### src/rtl/demultiplexer_5ch.sv
// rtl/demultiplexer_5ch.sv - registered 1-to-5 bus demultiplexer with update pulse, load counter and select-error flag
//
// Ports:
//   clk        rising-edge clock
//   rst        asynchronous active-low reset
//   data_in    bus word to distribute
//   sel        destination select (0..4 = a..e, 5..7 illegal)
//   load       write strobe
//   clear_err  synchronous clear of sel_err
//   out_a..e   destination holding registers
//   upd        one-hot pulse naming the destination written on the previous edge
//   load_cnt   count of accepted loads, wraps modulo 2^CNT_WIDTH
//   sel_err    sticky illegal-select flag
//
// Build option: define DEMUX5_SEL_ERR_EN to enable sel_err/clear_err; when
// undefined, sel_err is held at 0 and illegal loads are silently dropped.
module demultiplexer_5ch #(
  parameter int WORD_SIZE = 8,
  parameter int CNT_WIDTH = 8
) (
  input  logic                 clk,
  input  logic                 rst,
  input  logic [WORD_SIZE-1:0] data_in,
  input  logic [2:0]           sel,
  input  logic                 load,
  input  logic                 clear_err,
  output logic [WORD_SIZE-1:0] out_a,
  output logic [WORD_SIZE-1:0] out_b,
  output logic [WORD_SIZE-1:0] out_c,
  output logic [WORD_SIZE-1:0] out_d,
  output logic [WORD_SIZE-1:0] out_e,
  output logic [4:0]           upd,
  output logic [CNT_WIDTH-1:0] load_cnt,
  output logic                 sel_err
);

  logic [4:0][WORD_SIZE-1:0] out_q;
  logic [4:0]                upd_q, upd_d;
  logic [CNT_WIDTH-1:0]      cnt_q, cnt_d;
  logic                      err_q, err_d;
  logic                      sel_legal;
  logic                      load_illegal;

  assign sel_legal    = (sel <= 3'd4);
  assign load_illegal = load && !sel_legal;

  // The one-hot write decode doubles as the next upd value, so the pulse
  // always names exactly the register that took data on this edge.
  always_comb begin
    upd_d = 5'b00000;
    cnt_d = cnt_q;
    if (load && sel_legal) begin
      upd_d = 5'b00001 << sel;
      cnt_d = cnt_q + 1'b1;
    end
  end

`ifdef DEMUX5_SEL_ERR_EN
  // Set has priority over clear when both occur on the same edge.
  always_comb begin
    err_d = err_q;
    if (load_illegal) begin
      err_d = 1'b1;
    end else if (clear_err) begin
      err_d = 1'b0;
    end
  end
`else
  logic unused_err_inputs;
  assign unused_err_inputs = clear_err ^ load_illegal;

  always_comb begin
    err_d = 1'b0;
  end
`endif

  always_ff @(posedge clk or negedge rst) begin
    if (!rst) begin
      out_q <= '0;
      upd_q <= 5'b00000;
      cnt_q <= '0;
      err_q <= 1'b0;
    end else begin
      for (int i = 0; i < 5; i++) begin
        if (upd_d[i]) begin
          out_q[i] <= data_in;
        end
      end
      upd_q <= upd_d;
      cnt_q <= cnt_d;
      err_q <= err_d;
    end
  end

  assign out_a    = out_q[0];
  assign out_b    = out_q[1];
  assign out_c    = out_q[2];
  assign out_d    = out_q[3];
  assign out_e    = out_q[4];
  assign upd      = upd_q;
  assign load_cnt = cnt_q;
  assign sel_err  = err_q;

endmodule

### config.mk
export PLATFORM = sky130hd
export DESIGN_NAME = demultiplexer_5ch
export DESIGN_NICKNAME = d
export VERILOG_FILES = /design/src/rtl/demultiplexer_5ch.sv
export SDC_FILE = /design/constraint.sdc
export NUM_CORES = 1
export LEC_CHECK = 0
export CAP_MARGIN = 20
export CORE_MARGIN = 4
export CORE_UTILIZATION = 48
export CTS_CLUSTER_SIZE = 8
export DETAILED_ROUTE_END_ITERATION = 10
export MAX_ROUTING_LAYER = met4
export PLACE_DENSITY = 0.83
export SYNTH_ARGS = -nofsm -noshare
export SYNTH_HDL_FRONTEND = slang
export SYNTH_SLANG_ARGS = --single-unit
### constraint.sdc
create_clock -name clk -period 1.6 [get_ports clk]
set_input_delay 0.24 -clock clk [delete_from_list [all_inputs] [get_ports clk]]
set_output_delay 0.24 -clock clk [all_outputs]
set_load 0.005 [all_outputs]
==> flow_metrics.tcl, run 1 <==
set metrics [dict create \
    violations "setup timing" \
    ios 69 \
    r2r_slack_ns 0.39 \
    crit_type "in2reg" \
    yosysTopAreaCell "dfrtp_1" \
    dp_hpwl_um 3540 \
    syn_nets 146 \
    drc_errors 0 \
    cts_root_buf "clkbuf_8" \
    synth_area_leaders "dfrtp_1 (64%), mux2_2 (22%), xor2_1 (1.7%)" \
    gp_congestion 0.818 \
    vias 1394 \
    worst_r2r_endpoint "load_cnt[5]" \
    setup_violations 1 \
    finalHoldViolCount 0 \
    dpl_worst_slack_ns -0.299 \
    clkLatencyLatePin_ns 0.30 \
    fin_setup_tns_ns -0.00518 \
    nFillCells 255 \
    pwr-share-clk 0.194 \
    numCtsBuffers 5 \
    max_freq_ghz 0.623 \
    clk_pin_slew_ns 0.08 \
    dieArea_um2 5410 \
    synth.avg_cell_area_um2 15.9 \
    yosys_warnings 0 \
    detail-route-antenna-nets 0 \
    h-tree-depth 2 \
    io_buffers 66 \
    cap_violations 0 \
    grt_pass1_wl_um 7650 \
    status "complete, but fails checks" \
    yosysTopAreaCellShare 0.643 \
    reg2reg_depth 4 \
    syn_to_final_growth_pct 46.5 \
    grt_overflow 0 \
    antennaDiodeCount 0 \
    pwr-share-comb 0.310 \
    path_max_fanout 9 \
    vdd.ir_drop.worst_mv 0.836 \
    yosysSeqAreaShare 0.643 \
    seq_area_um2 1330 \
    die_x_um 73.5 \
    multi_input_comb_area_um2 714 \
    ys_seq_elements 53 \
    die_height_um 73.5 \
    grtUsageTotal 0.202 \
    min_path_type "in2async" \
    skew_ns 0.000616 \
    vias_per_cell 5.22 \
    crit_arrival_ns 1.79 \
    leakagePower_nw 1.35 \
    cts_tree "done" \
    swShare 0.256 \
    placed_area_um2 2900 \
    final_common_cell "clkdlybuf4s50_1" \
    timing.final.crit_share 1.00 \
    power.switching_mw 0.961 \
    drive_gt1_frac 0.332 \
    synth_cells 130 \
    antenna_found_initial 0 \
    r2r_start "load_cnt[3]" \
    cp.required_ns 1.78 \
    grt_pass1_vias 1564 \
    syn_area_um2 2060 \
    worstSetupStartpointType "primary input" \
    first_pass_iters 4 \
    nNetsFinal 233 \
    grt_max_degree 54 \
    row_count 23 \
    yosysUniqueCellTypes 22 \
    wl_per_cell_um 17.7 \
    sequentialPowerShare 0.496 \
    final-max-slew-violation-count 0 \
    numClockSinks 53 \
    final_cell_mix "clkdlybuf4s50_1 (62), dfrtp_1 (53), mux2_2 (41)" \
    start_util 0.505 \
    stdcell_area_um2 3020 \
    power.density_nw_per_um2 1240 \
    fin_hold_ws_ns 0.436 \
    crit_path_end_kind "flip-flop" \
    drt_iter0_markers 70 \
    wl_um 4720 \
    p_int_mw 2.79 \
    worst_slack_ns -0.00518 \
    cts_buffer_depth 2 \
    post-route-min-period_ns 1.61 \
    core_um2 4090 \
]
[flip-flops by register name (all words and copies together), names as in the netlist]
name,count
out_e,8
out_c,8
out_d,8
upd,5
out_a,8
out_b,8
load_cnt,8
[layout make-up]
type,count,share of cell area
clock buffers,7,0.0286
inverters,1,0.00124
multi-input cells,70,0.236
flip-flops and latches,53,0.439
well taps,50,0.0207
repair buffers,86,0.274
[power groups by stage]
| stage | logic (mW) | clock network, mW | registers (mW) |
|---|---|---|---|
| detailed placement | 1.16 | 0 | 1.89 |
| floorplan | 0.347 | 0 | 1.87 |
| CTS | 1.17 | 0.752 | 1.86 |
| finish | 1.16 | 0.729 | 1.86 |
| global placement | 1.13 | 0 | 1.86 |
| global route | 1.26 | 0.823 | 1.90 |
[cells in the mapped netlist]
library cell and number:
nor4bb_1 2, dfrtp_1 53, inv_1 1, nor3b_1 1
buf_6 2, ha_1 1, nand4b_1 1, buf_4 1
o21a_1 1, o21ai_0 1, nor4b_4 1, and3_1 1
conb_1 1, nor3_1 2, xor2_1 4, nand3_1 5
nand2_1 3, buf_2 3, nor3_4 1, xnor2_1 3
nor4_1 1, mux2_2 41
[logic make-up after synthesis]
family                   count (synthesis)  share of synthesized area
AO/OA/AOI/OAI                            2                    0.00607
XOR/XNOR                                 7                     0.0297
adder cells (fa/ha/maj)                  1                    0.00607
buffers and inverters                    7                     0.0237
flip-flops                              53                      0.643
multiplexers                            41                      0.224
other                                    1                    0.00182
AND/OR/NAND/NOR                         18                     0.0655
[metrics by stage]
stage          std cells   util  total power [mW]
6_report             267  0.739              3.75
5_1_grt              267  0.739              3.98
4_1_cts              267  0.734              3.79
3_5_place_dp         259  0.710              3.05
3_3_place_gp         259  0.710              2.98
2_1_floorplan        130      -              2.22
[per-layer routing]
metal | vias up | share of wire | wire length (um) | global-route usage
met4 | 0 | 0.025 | 118 | 0.0926
met2 | 54 | 0.54 | 2540 | 0.334
li1 | 624 | - | - | -
met3 | 10 | 0.054 | 256 | 0.0602
met1 | 706 | 0.38 | 1810 | 0.223
met5 | - | 0 | 0 | -
[worst max path at each step]
stage,startpoint,to,slack (ns),depth (start not counted)
final,sel[1],out_b[7],-0.005,4
after global routing,sel[1],out_b[2],-0.04,4
after CTS,sel[2],out_c[7],0.02,4
after detailed placement,sel[0],out_c[7],-0.30,4
after global placement,sel[2],out_c[3],-0.24,4
after floorplan,sel[0],out_a[0],0.26,3
[critical path, cell delays in order]
cell             delay (ns)
clkdlybuf4s50_1        0.55
nor4bb_2               0.39
buf_4                  0.26
mux2_2                 0.35
[repair_timing]
action / in CTS / in global routing
gates resized for setup: 0 / 5
endpoints found under the hold margin: 53 / 0
buffers inserted: 0 / 0
endpoints found under the setup margin: 0 / 22
hold buffers: 1 / 0
(Power assumes the default switching activity.)
==> inputs of run 2 (changes only) <==
--- a/config.mk
+++ b/config.mk
@@ -12,6 +12,7 @@
 export DETAILED_ROUTE_END_ITERATION = 10
 export MAX_ROUTING_LAYER = met4
 export PLACE_DENSITY = 0.83
+export SLEW_MARGIN = 20
 export SYNTH_ARGS = -nofsm -noshare
 export SYNTH_HDL_FRONTEND = slang
 export SYNTH_SLANG_ARGS = --single-unit
==> results of run 2 <==
The final DEF is identical to that of run 1; final timing and power are the same.
